**src/rtl/multicycle_control_if.sv**
```systemverilog
// rtl/multicycle_control_if.sv - control bus between the multicycle sequencer and the MIPS datapath
interface multicycle_control_if;
    logic [5:0] OP;
    logic       Zero;
    logic       MemReady;
    logic       PCWrite;
    logic       IorD;
    logic       MemRead;
    logic       MemWrite;
    logic       IRWrite;
    logic [1:0] RegDst;
    logic [1:0] MemtoReg;
    logic       RegWrite;
    logic       ALUSrcA;
    logic [1:0] ALUSrcB;
    logic [2:0] ALUOp;
    logic [1:0] PCSource;
    logic       ZeroImm;
    logic       LUI;
    logic       Illegal;

    modport master (
        input  OP, Zero, MemReady,
        output PCWrite, IorD, MemRead, MemWrite, IRWrite, RegDst, MemtoReg,
               RegWrite, ALUSrcA, ALUSrcB, ALUOp, PCSource, ZeroImm, LUI, Illegal
    );

    modport slave (
        output OP, Zero, MemReady,
        input  PCWrite, IorD, MemRead, MemWrite, IRWrite, RegDst, MemtoReg,
               RegWrite, ALUSrcA, ALUSrcB, ALUOp, PCSource, ZeroImm, LUI, Illegal
    );
endinterface

```
**src/rtl/multicycle_control.sv**
```systemverilog
// rtl/multicycle_control.sv - Moore sequencer for the multicycle MIPS datapath
module multicycle_control #(
    parameter int STATE_W = 4,
    parameter int RA_IDX  = 31
) (
    input  logic                   clk,
    input  logic                   reset,
    multicycle_control_if.master   bus,
    output logic [STATE_W-1:0]     State
);
    typedef enum logic [3:0] {
        FETCH   = 4'd0,  DECODE = 4'd1,  MEMADDR = 4'd2,  MEMRD = 4'd3,
        MEMWB   = 4'd4,  MEMWR  = 4'd5,  REXEC   = 4'd6,  IEXEC = 4'd7,
        ALUWB   = 4'd8,  BRANCH = 4'd9,  JUMP    = 4'd10, JAL   = 4'd11
    } state_t;

    localparam logic [5:0] OpR = 6'h00, OpJ = 6'h02, OpJal = 6'h03, OpBeq = 6'h04,
                           OpBne = 6'h05, OpAddi = 6'h08, OpAndi = 6'h0c,
                           OpOri = 6'h0d, OpLui = 6'h0f, OpLw = 6'h23, OpSw = 6'h2b;

    // The datapath owns the link-register index; only a sane range is accepted.
    if (RA_IDX < 0 || RA_IDX > 31) begin : gBadRaIdx
        $error("multicycle_control: RA_IDX must be a register index 0..31");
    end

    state_t state, nextState;

    always_ff @(posedge clk or posedge reset) begin
        if (reset) state <= FETCH;
        else       state <= nextState;
    end

    assign State = STATE_W'(state);

    always_comb begin
        nextState    = FETCH;
        bus.PCWrite  = 1'b0;
        bus.IorD     = 1'b0;
        bus.MemRead  = 1'b0;
        bus.MemWrite = 1'b0;
        bus.IRWrite  = 1'b0;
        bus.RegDst   = 2'b00;
        bus.MemtoReg = 2'b00;
        bus.RegWrite = 1'b0;
        bus.ALUSrcA  = 1'b0;
        bus.ALUSrcB  = 2'b00;
        bus.ALUOp    = 3'b000;
        bus.PCSource = 2'b00;
        bus.ZeroImm  = 1'b0;
        bus.LUI      = 1'b0;
        bus.Illegal  = 1'b0;
        // Outputs are forced quiet while reset is held, even though state already reads FETCH.
        if (!reset) begin
            case (state)
                FETCH: begin
                    bus.MemRead = 1'b1;
                    bus.ALUSrcB = 2'b01;
                    bus.ALUOp   = 3'b011;
                    bus.IRWrite = bus.MemReady;
                    bus.PCWrite = bus.MemReady;
                    nextState   = bus.MemReady ? DECODE : FETCH;
                end
                DECODE: begin
                    bus.ALUSrcB = 2'b11;
                    bus.ALUOp   = 3'b011;
                    case (bus.OP)
                        OpLw, OpSw:                     nextState = MEMADDR;
                        OpR:                            nextState = REXEC;
                        OpAddi, OpOri, OpAndi, OpLui:   nextState = IEXEC;
                        OpBeq, OpBne:                   nextState = BRANCH;
                        OpJ:                            nextState = JUMP;
                        OpJal:                          nextState = JAL;
                        default:                        bus.Illegal = 1'b1;
                    endcase
                end
                MEMADDR: begin
                    bus.ALUSrcA = 1'b1;
                    bus.ALUSrcB = 2'b10;
                    bus.ALUOp   = 3'b011;
                    if (bus.OP == OpLw)      nextState = MEMRD;
                    else if (bus.OP == OpSw) nextState = MEMWR;
                end
                MEMRD: begin
                    bus.MemRead = 1'b1;
                    bus.IorD    = 1'b1;
                    nextState   = bus.MemReady ? MEMWB : MEMRD;
                end
                MEMWB: begin
                    bus.RegWrite = 1'b1;
                    bus.MemtoReg = 2'b01;
                end
                MEMWR: begin
                    bus.MemWrite = 1'b1;
                    bus.IorD     = 1'b1;
                    nextState    = bus.MemReady ? FETCH : MEMWR;
                end
                REXEC: begin
                    bus.ALUSrcA = 1'b1;
                    bus.ALUOp   = 3'b111;
                    nextState   = ALUWB;
                end
                IEXEC: begin
                    bus.ALUSrcA = 1'b1;
                    bus.ALUSrcB = 2'b10;
                    nextState   = ALUWB;
                    case (bus.OP)
                        OpAddi: bus.ALUOp = 3'b011;
                        OpOri:  begin bus.ALUOp = 3'b001; bus.ZeroImm = 1'b1; end
                        OpAndi: begin bus.ALUOp = 3'b000; bus.ZeroImm = 1'b1; end
                        OpLui:  begin bus.ALUOp = 3'b101; bus.LUI = 1'b1; end
                        default: ;
                    endcase
                end
                ALUWB: begin
                    bus.RegWrite = 1'b1;
                    bus.RegDst   = (bus.OP == OpR) ? 2'b01 : 2'b00;
                end
                BRANCH: begin
                    bus.ALUSrcA  = 1'b1;
                    bus.ALUOp    = 3'b100;
                    bus.PCSource = 2'b01;
                    bus.PCWrite  = ((bus.OP == OpBeq) && bus.Zero) ||
                                   ((bus.OP == OpBne) && !bus.Zero);
                end
                JUMP: begin
                    bus.PCSource = 2'b10;
                    bus.PCWrite  = 1'b1;
                end
                JAL: begin
                    bus.PCSource = 2'b10;
                    bus.PCWrite  = 1'b1;
                    bus.RegWrite = 1'b1;
                    bus.RegDst   = 2'b10;
                    bus.MemtoReg = 2'b10;
                end
                default: ;
            endcase
        end
    end
endmodule

```
**src/flat_wrapper.sv**
```systemverilog
// flat-port wrapper written by rule: the top's interface ports become plain ports
module multicycle_control_flat 
#(
    parameter int STATE_W = 4,
    parameter int RA_IDX  = 31
)
  (clk, reset, State, bus_OP, bus_Zero, bus_MemReady, bus_PCWrite, bus_IorD, bus_MemRead, bus_MemWrite, bus_IRWrite, bus_RegDst, bus_MemtoReg, bus_RegWrite, bus_ALUSrcA, bus_ALUSrcB, bus_ALUOp, bus_PCSource, bus_ZeroImm, bus_LUI, bus_Illegal);
  multicycle_control_if bus_i ();
  input  logic clk;
  input  logic reset;
  output logic [STATE_W-1:0] State;
  input wire logic [$bits(bus_i.OP)-1:0] bus_OP;
  input wire logic [$bits(bus_i.Zero)-1:0] bus_Zero;
  input wire logic [$bits(bus_i.MemReady)-1:0] bus_MemReady;
  output wire logic [$bits(bus_i.PCWrite)-1:0] bus_PCWrite;
  output wire logic [$bits(bus_i.IorD)-1:0] bus_IorD;
  output wire logic [$bits(bus_i.MemRead)-1:0] bus_MemRead;
  output wire logic [$bits(bus_i.MemWrite)-1:0] bus_MemWrite;
  output wire logic [$bits(bus_i.IRWrite)-1:0] bus_IRWrite;
  output wire logic [$bits(bus_i.RegDst)-1:0] bus_RegDst;
  output wire logic [$bits(bus_i.MemtoReg)-1:0] bus_MemtoReg;
  output wire logic [$bits(bus_i.RegWrite)-1:0] bus_RegWrite;
  output wire logic [$bits(bus_i.ALUSrcA)-1:0] bus_ALUSrcA;
  output wire logic [$bits(bus_i.ALUSrcB)-1:0] bus_ALUSrcB;
  output wire logic [$bits(bus_i.ALUOp)-1:0] bus_ALUOp;
  output wire logic [$bits(bus_i.PCSource)-1:0] bus_PCSource;
  output wire logic [$bits(bus_i.ZeroImm)-1:0] bus_ZeroImm;
  output wire logic [$bits(bus_i.LUI)-1:0] bus_LUI;
  output wire logic [$bits(bus_i.Illegal)-1:0] bus_Illegal;
  assign bus_i.OP = bus_OP;
  assign bus_i.Zero = bus_Zero;
  assign bus_i.MemReady = bus_MemReady;
  assign bus_PCWrite = bus_i.PCWrite;
  assign bus_IorD = bus_i.IorD;
  assign bus_MemRead = bus_i.MemRead;
  assign bus_MemWrite = bus_i.MemWrite;
  assign bus_IRWrite = bus_i.IRWrite;
  assign bus_RegDst = bus_i.RegDst;
  assign bus_MemtoReg = bus_i.MemtoReg;
  assign bus_RegWrite = bus_i.RegWrite;
  assign bus_ALUSrcA = bus_i.ALUSrcA;
  assign bus_ALUSrcB = bus_i.ALUSrcB;
  assign bus_ALUOp = bus_i.ALUOp;
  assign bus_PCSource = bus_i.PCSource;
  assign bus_ZeroImm = bus_i.ZeroImm;
  assign bus_LUI = bus_i.LUI;
  assign bus_Illegal = bus_i.Illegal;
  multicycle_control #(.STATE_W(STATE_W), .RA_IDX(RA_IDX)) u_core (.clk(clk), .reset(reset), .bus(bus_i), .State(State));
endmodule
```
**config.mk**
```make
export PLATFORM = sky130hd
export DESIGN_NAME = multicycle_control_flat
export DESIGN_NICKNAME = d
export VERILOG_FILES = /design/src/rtl/multicycle_control_if.sv /design/src/rtl/multicycle_control.sv /design/src/flat_wrapper.sv
export SDC_FILE = /design/constraint.sdc
export NUM_CORES = 1
export LEC_CHECK = 0
export ABC_CLOCK_PERIOD_IN_PS = 2490
export CAP_MARGIN = 5
export CORE_UTILIZATION = 41
export CTS_CLUSTER_DIAMETER = 100
export CTS_CLUSTER_SIZE = 16
export DETAILED_ROUTE_END_ITERATION = 10
export HOLD_SLACK_MARGIN = 0.15
export PLACE_DENSITY = 0.85
export SYNTH_ARGS = -nofsm -noshare
export SYNTH_HDL_FRONTEND = slang
export SYNTH_SLANG_ARGS = --single-unit
export TNS_END_PERCENT = 5
```
**constraint.sdc**
```tcl
create_clock -name clk -period 2.49 [get_ports clk]
set_clock_uncertainty 0.2 [all_clocks]
set_input_delay 0.498 -clock clk [delete_from_list [all_inputs] [get_ports clk]]
set_output_delay 0.498 -clock clk [all_outputs]
set_load 0.05 [all_outputs]
```
==> run_results.csv, run 1 <==
group,metric,value,unit
floorplan,row_count,15,
timing,grt-worst-endpoint,"bus_ALUOp[2]",
logic_synthesis,yosys_warnings,0,
logic_synthesis,synth_edf_count,0,
logic_synthesis,seq_area_frac_synth,12.9,%
clocking,cts_max_path_buffers,2,
logic_synthesis,netlist_instances,121,
logic_synthesis,synth_fp_nets,131,
timing,worst_path_end_type,"output port",
logic_synthesis,ys_async_sr_fraction,100,%
logic_synthesis,synth_area,777,um^2
clocking,cts_made_buffers,3,
floorplan,start_util,44.5,%
placed_design,place_hpwl,2370,um
logic_synthesis,synthFlopType,"dfrtp_1",
clocking,htreeDepth,1,
logic_synthesis,syn_avg_cell_area,6.42,um^2
placed_design,place_congestion,1.01,
clocking,root_buffer,"clkbuf_4",
logic_synthesis,ys_ff_latch,4,
run_status,status,"aborted with a tool error",
global_route,antenna_found_initial,0,
floorplan,die_x,45.5,um
placed_design,numPortBuffers,34,
placed_design,placed_area,0.00152,mm^2
logic_synthesis,yosysUniqueCellTypes,38,
run_status,tool.error,"[ERROR DPL-0033] detailed placement checks failed during check placement.",
floorplan,die_h,45.5,um
floorplan,io_pins,35,
clocking,cts_sinks,4,
global_route,grt_max_degree,21,
run_status,lastStage,"5_1_grt",
-- repair_timing --
| item | CTS |
|---|---|
| pin swaps | 12 |
| endpoints found under the hold margin | 0 |
| gates resized for setup | 41 |
| setup buffers | 1 |
| hold buffers | 0 |
| setup endpoints to repair | 12 |
-- synthesized netlist by cell type (2+ instances only) --
| master | number | area (um^2) |
|---|---|---|
| nand2_1 | 10 | 37.5 |
| nor3b_1 | 2 | 15.0 |
| xnor2_1 | 2 | 17.5 |
| nor2b_1 | 3 | 18.8 |
| nand4_1 | 4 | 25.0 |
| nor3_1 | 11 | 55.1 |
| nor2_1 | 15 | 56.3 |
| nand3b_1 | 4 | 30.0 |
| xor2_1 | 2 | 17.5 |
| a31oi_1 | 4 | 25.0 |
| inv_1 | 3 | 11.3 |
| nand2b_1 | 8 | 50.1 |
| a21oi_1 | 10 | 50.1 |
| nor4_1 | 2 | 12.5 |
| nor4b_1 | 4 | 35.0 |
| buf_2 | 6 | 30.0 |
| clkbuf_1 | 5 | 18.8 |
| a21o_1 | 2 | 15.0 |
| and3_1 | 2 | 12.5 |
| dfrtp_1 | 4 | 100 |
-- metrics by stage --
stage / std cells / worst slack [ns] / setup TNS (ns) / hold WS, ns
after floorplan: 121 / -0.381 / -3.91 / 0.282
after CTS: 195 / -0.0363 / -0.0380 / 0.357
after detailed placement: 190 / -0.478 / -2.38 / 0.608
after global placement: 190 / -0.430 / -1.75 / 0.580
-- kinds of logic after synthesis --
family          after synthesis  share of synthesized area, %
simple gates                 74                          54.3
compound gates               22                          17.9
buf+inv                      16                          9.18
xor+xnor                      4                          4.51
flops                         4                          12.9
mux                           1                          1.29
==> run 2: changes to the inputs <==
--- a/config.mk
+++ b/config.mk
@@ -7,12 +7,10 @@
 export LEC_CHECK = 0
 export ABC_CLOCK_PERIOD_IN_PS = 2490
 export CAP_MARGIN = 5
-export CORE_UTILIZATION = 41
-export CTS_CLUSTER_DIAMETER = 100
-export CTS_CLUSTER_SIZE = 16
+export CORE_AREA = 2 2 63 65
 export DETAILED_ROUTE_END_ITERATION = 10
-export HOLD_SLACK_MARGIN = 0.15
-export PLACE_DENSITY = 0.85
+export DIE_AREA = 0 0 65 67
+export PLACE_DENSITY_LB_ADDON = 0.15
 export SYNTH_ARGS = -nofsm -noshare
 export SYNTH_HDL_FRONTEND = slang
 export SYNTH_SLANG_ARGS = --single-unit
==> run 2 against run 1 <==
The run now ends clean. Synthesized cell count did not move. Area after synthesis did not move.
==> run_results.csv, run 2 <==
group,metric,value,unit
timing,post-route-min-period,2.49,ns
timing,worst_pin_slew,0.489,ns
route,ant_nets,0,
global_route,antenna_found_initial,0,
setup_path,cp.required,1.79,ns
pwr,comb_power_share,49.3,%
logic_synthesis,yosysMostFrequentCell,"nor2_1",
floorplan,die_h,67,um
flow_run,maxCapViolations,0,
logic_synthesis,synthFlopType,"dfrtp_1",
route,drt_wl_total,2960,um
global_route,top_usage_layer,"met2",
clocking,htreeDepth,1,
global_route,use_met1,17.7,%
logic_synthesis,netlist_instances,121,
route,vias,1095,
floorplan,row_count,22,
timing,rsz0062_at_grt,"true",
cells_and_area,drive_above_1_share,50.0,%
clocking,root_buffer,"clkbuf_8",
floorplan,start_util,21.5,%
pwr,p_sw_share,35.1,%
pwr,p_int,0.278,mW
logic_synthesis,synth_area,777,um^2
cells_and_area,largest_reg_flops,4,
clocking,cts_sinks,4,
timing,fin_tns_setup,0,ns
logic_synthesis,synthTopCellsByCount,"nor2_1 (15), nor3_1 (11), a21oi_1 (10), nand2_1 (10), nand2b_1 (8)",
setup_path,regToRegEndpoint,"u_core.State[1]",
clocking,cts_max_path_buffers,2,
hold_path,hold_class,"in -> reg",
global_route,grt_pass1_wl,4990,um
timing,setup-violations-final,0,
route,vias_per_cell,4.89,
setup_path,cp_max_fo,2,
pwr,p_per_area,252,mW/mm^2
floorplan,core_region_area,0.00361,mm^2
timing,post-route-period-util,99.8,%
setup_path,critPathSlowestCell,"or4b_4",
logic_synthesis,ys_async_sr_fraction,100,%
floorplan,die-area,0.00436,mm^2
global_route,grt_pass1_vias,1053,
setup_path,rr_worst_depth,6,
floorplan,die_x,65,um
pwr,clkPwrFrac,34.4,%
route,drt_iter0_drc,34,
route,wire_per_inst,13.2,um
setup_path,worstSetupPathType,"in -> out",
setup_path,critPathCaptureType,"primary output",
run_status,status,"complete, no violations",
logic_synthesis,syn_avg_cell_area,6.42,um^2
hold_path,hold_end,"u_core.State[3]",
setup_path,slowest_delay,0.49,ns
pwr,ir_worst_vdd,0.0836,mV
pwr,p_seq_share,16.3,%
cells_and_area,finalNetCount,187,
global_route,use_met2,27.1,%
cells_and_area,final_area,0.00170,mm^2
pwr,total_power,0.428,mW
timing,finalHoldViolations,0,
route,drcViolationCount,0,
global_route,grt-ovfl-total,0,
clocking,insertion_delay,0.22,ns
setup_path,crit_family,"simple AND/OR/NAND/NOR gates",
global_route,use_met3,1.69,%
route,drt_pre_antenna_iters,4,
logic_synthesis,synth_top_area_cell,"dfrtp_1",
clocking,cts.clk_slew.worst_paths,0.04,ns
timing,maxSlewHeadroom,67.3,%
timing,clock.fmax,0.402,GHz
cells_and_area,final_common_cell,"buf_4",
logic_synthesis,seq_area_frac_synth,12.9,%
cells_and_area,diodes,0,
logic_synthesis,synth_fp_nets,131,
placed_design,numPortBuffers,34,
logic_synthesis,synth_top_area_share,12.9,%
timing,hold_ws,0.507,ns
setup_path,reg2reg_from,"u_core.State[3]",
pwr,leakage,0.694,nW
placed_design,place_congestion,0.797,
pwr,p_switching,0.150,mW
setup_path,cp-start-kind,"primary input",
placed_design,place_ws,-0.478,ns
global_route,grt_util_all_layers,14.7,%
logic_synthesis,synth_edf_count,0,
placed_design,placed_area,0.00157,mm^2
floorplan,io_pins,35,
clocking,cts_made_buffers,3,
logic_synthesis,ys_ff_latch,4,
setup_path,crit_buf_inv,2,
clocking,cts_tree,"done",
logic_synthesis,synth_area_leaders,"dfrtp_1 (13%), nor2_1 (7.2%), nor3_1 (7.1%)",
logic_synthesis,yosysUniqueCellTypes,38,
hold_path,hold_path.startpoint,"bus_OP[4]",
setup_path,cp.arrival,1.79,ns
cells_and_area,fillers,354,
cells_and_area,area_delta_synth_final,119,%
global_route,grt_max_degree,21,
placed_design,place_hpwl,2310,um
setup_path,cp_cell_sequence,"buf_6 -> nand3_2 -> or4b_4 -> a211o_1 -> a21oi_2 -> buf_12",
cells_and_area,most-common-layout-cells,"buf_4 (31), buf_12 (21), nor2_1 (10), nand2_1 (10)",
hold_path,hold_path_depth,5,
timing,setup_slack,0.00491,ns
setup_path,rrSetupSlack,0.71,ns
logic_synthesis,yosys_warnings,0,
timing,slew_violations,0,
-- run 2: cell counts after synthesis --
Identical to the previous run, type by type.
-- run 2: routing by layer --
layer  part of all wire [%]  vias to the layer above
met5                      0                        -
met2                     53                       28
met4                   0.91                        0
met3                    4.0                        3
met1                     42                      517
li1                       -                      547
-- run 2: power groups by stage --
stage               clock, mW  combinational [mW]  sequential (mW)
floorplan                   0              0.0955           0.0759
global placement            0               0.199           0.0703
detailed placement          0               0.201           0.0702
CTS                     0.151               0.209           0.0696
global route            0.152               0.225           0.0704
finish                  0.147               0.211           0.0700
-- run 2: cell families (layout without fill, tap and decap cells) --
| group | count (synthesis) | count (layout) | synth area share [%] |
|---|---|---|---|
| and+or+nand+nor | 74 | 74 | 54.3 |
| AOI/OAI and AO/OA | 22 | 22 | 17.9 |
| buffers and inverters | 16 | 71 | 9.18 |
| xor gates and xnor gates | 4 | 4 | 4.51 |
| DFF | 4 | 4 | 12.9 |
| muxes | 1 | 1 | 1.29 |
-- run 2: how the worst max path moves through the flow --
stage / slack, ns / cells past startpoint / from / to
after floorplan: -0.38 / 4 / reset / bus_ALUSrcB[0]
after global placement: -0.45 / 6 / bus_OP[3] / bus_ALUOp[2]
after detailed placement: -0.48 / 6 / bus_OP[2] / bus_ALUOp[2]
after CTS: -0.007 / 6 / bus_OP[0] / bus_ALUOp[2]
after global routing: -0.05 / 6 / bus_OP[0] / bus_ALUOp[2]
final: 0.005 / 6 / bus_OP[0] / bus_ALUOp[2]
-- run 2: area by class of cell --
type | instances | area [um^2] | area share (%)
multi-input combinational | 101 | 713 | 41.9
timing repair buffer | 64 | 769 | 45.2
clock buffer | 4 | 45.0 | 2.65
inverter | 3 | 11.3 | 0.662
tap | 48 | 60.1 | 3.53
sequential | 4 | 103 | 6.03
-- run 2: what timing repair did --
action | 4_1_cts | 5_1_grt
endpoints found under the setup margin | 9 | 12
hold buffers | 0 | 0
setup buffers | 4 | 0
pin swaps | 8 | 5
gates resized for setup | 36 | 11
endpoints found under the hold margin | 0 | 0
-- run 2: per-stage QoR --
step	util (%)	cells
detailed placement	43.5	216
CTS	46.5	224
global route	47.2	224
global placement	43.5	216
floorplan	-	121
finish	47.2	224
-- run 2: worst reg2reg max path, stage by stage (launching register included) --
cell and delay [ns]:
dfrtp_2 0.43, buf_4 0.20, or2_4 0.30, buf_4 0.15, a21o_1 0.19, nor2_1 0.09
a221o_1 0.16
(Power assumes the default switching activity.)
==> RTL edit: new RTL, config.mk and constraints of run 2 <==
Make the reset (`reset`) synchronous in one clocked block.
--- a/src/rtl/multicycle_control.sv
+++ b/src/rtl/multicycle_control.sv
@@ -25,7 +25,7 @@
 
     state_t state, nextState;
 
-    always_ff @(posedge clk or posedge reset) begin
+    always_ff @(posedge clk) begin
         if (reset) state <= FETCH;
         else       state <= nextState;
     end
Behaviour: differs if reset is asserted again (counterexample within 4 cycles, from zero or initial values and one cycle with reset high); with reset held inactive, the same outputs for 10 cycles.
==> RTL edit against run 2 <==
Clock power is 10% lower. Total power shrank 4.2%. Hold slack worse by 0.0035 ns. Routed wire length hardly changed. Sequential cell count stayed put. Final area barely moved. Area after synthesis rose by 2.3%. Worst setup slack better by 0.037 ns. Largest power group unchanged.
==> RTL edit: results <==
set metrics [dict create \
    critPathArrivalTime_ns 1.75 \
    drt-met1-wl_um 1390 \
    startpoint "bus_OP[2]" \
    r2r-end "u_core.State[0]" \
    wl_met2_um 1430 \
    async_reset_ff_share_pct 0 \
    synthTopCellsByCount "20 x nor2_1, 14 x nand2_1, 6 x a21oi_1, 6 x nand2b_1, 6 x nand3_1" \
    worstHoldPathType "reg2reg" \
    met2_usage_pct 25.1 \
    gp_congestion 0.889 \
    synthCells 126 \
    avgViaCountPerCell 4.79 \
    grt_max_degree 19 \
    r2r-start "u_core.State[1]" \
    met3WireLength_um 136 \
    placed_area_um2 1620 \
    grt_pass1_wl_um 4750 \
    multi_input_cells 102 \
    seq_area_share_pct 4.93 \
    ys_seq_area_share_pct 10.1 \
    cp_slowest_cell "or3_4" \
    status "completed" \
    hpwl_um 2400 \
    num-nonclk-inverters 5 \
    grt_use_met1_pct 16.8 \
    slowest_delay_ns 0.38 \
    wirelength_um 2960 \
    synth_area_leaders "dfxtp_1 10%, nor2_1 9.4%, nand2_1 6.6%, nand2b_1 4.7%, a31oi_1 3.9%" \
    whs_ns 0.503 \
    nets 192 \
    p_leak_nw 0.644 \
    reg2reg_depth 5 \
]
-- RTL edit: cell count changes after synthesis, sizes merged, moves of 3 or more --
cell           run 2  this run
a21oi             11         6
buf                8        11
dfrtp              4         0
dfxtp              0         4
nand2             10        14
nand3              1         6
nand3b             4         1
nor2              15        20
nor3              11         5
-- RTL edit: power breakdown --
part	switching, mW	leakage, nW	internal, mW	total (mW)
Clock	0.0292	0.0216	0.103	0.132
Sequential	0.00228	0.0338	0.0666	0.0689
Combinational	0.113	0.588	0.0971	0.210
Total	0.144	0.644	0.266	0.410
-- RTL edit: worst min-delay path by stage --
stage / from / endpoint / depth (start not counted)
6_report: u_core.State[2] / u_core.State[1] / 4
5_1_grt: u_core.State[2] / u_core.State[0] / 4
4_1_cts: u_core.State[2] / u_core.State[1] / 4
3_5_place_dp: u_core.State[2] / u_core.State[1] / 4
3_3_place_gp: u_core.State[2] / u_core.State[0] / 4
2_1_floorplan: bus_MemReady / u_core.State[0] / 2
-- RTL edit: cell families (layout without fill, tap and decap cells) --
group	after synthesis	count (layout)	synth area share, %
buffers and inverters	20	74	12.4
AOI/OAI and AO/OA	27	27	25.7
DFF	4	4	10.1
xor gates and xnor gates	4	4	4.41
and+or+nand+nor	71	71	47.4
-- RTL edit: what timing repair did --
action,4_1_cts,5_1_grt
gates cloned,0,0
setup endpoints to repair,15,6
pin swaps,8,4
setup buffers,3,0
gates resized for setup,28,3
-- RTL edit: metrics by stage --
stage / setup WS [ns] / util (%) / power [mW]
2_1_floorplan: -0.120 / - / 0.179
3_3_place_gp: -0.370 / 44.8 / 0.274
3_5_place_dp: -0.367 / 44.8 / 0.275
4_1_cts: 0.00757 / 47.3 / 0.415
5_1_grt: -0.0364 / 47.2 / 0.434
6_report: 0.0423 / 47.2 / 0.410
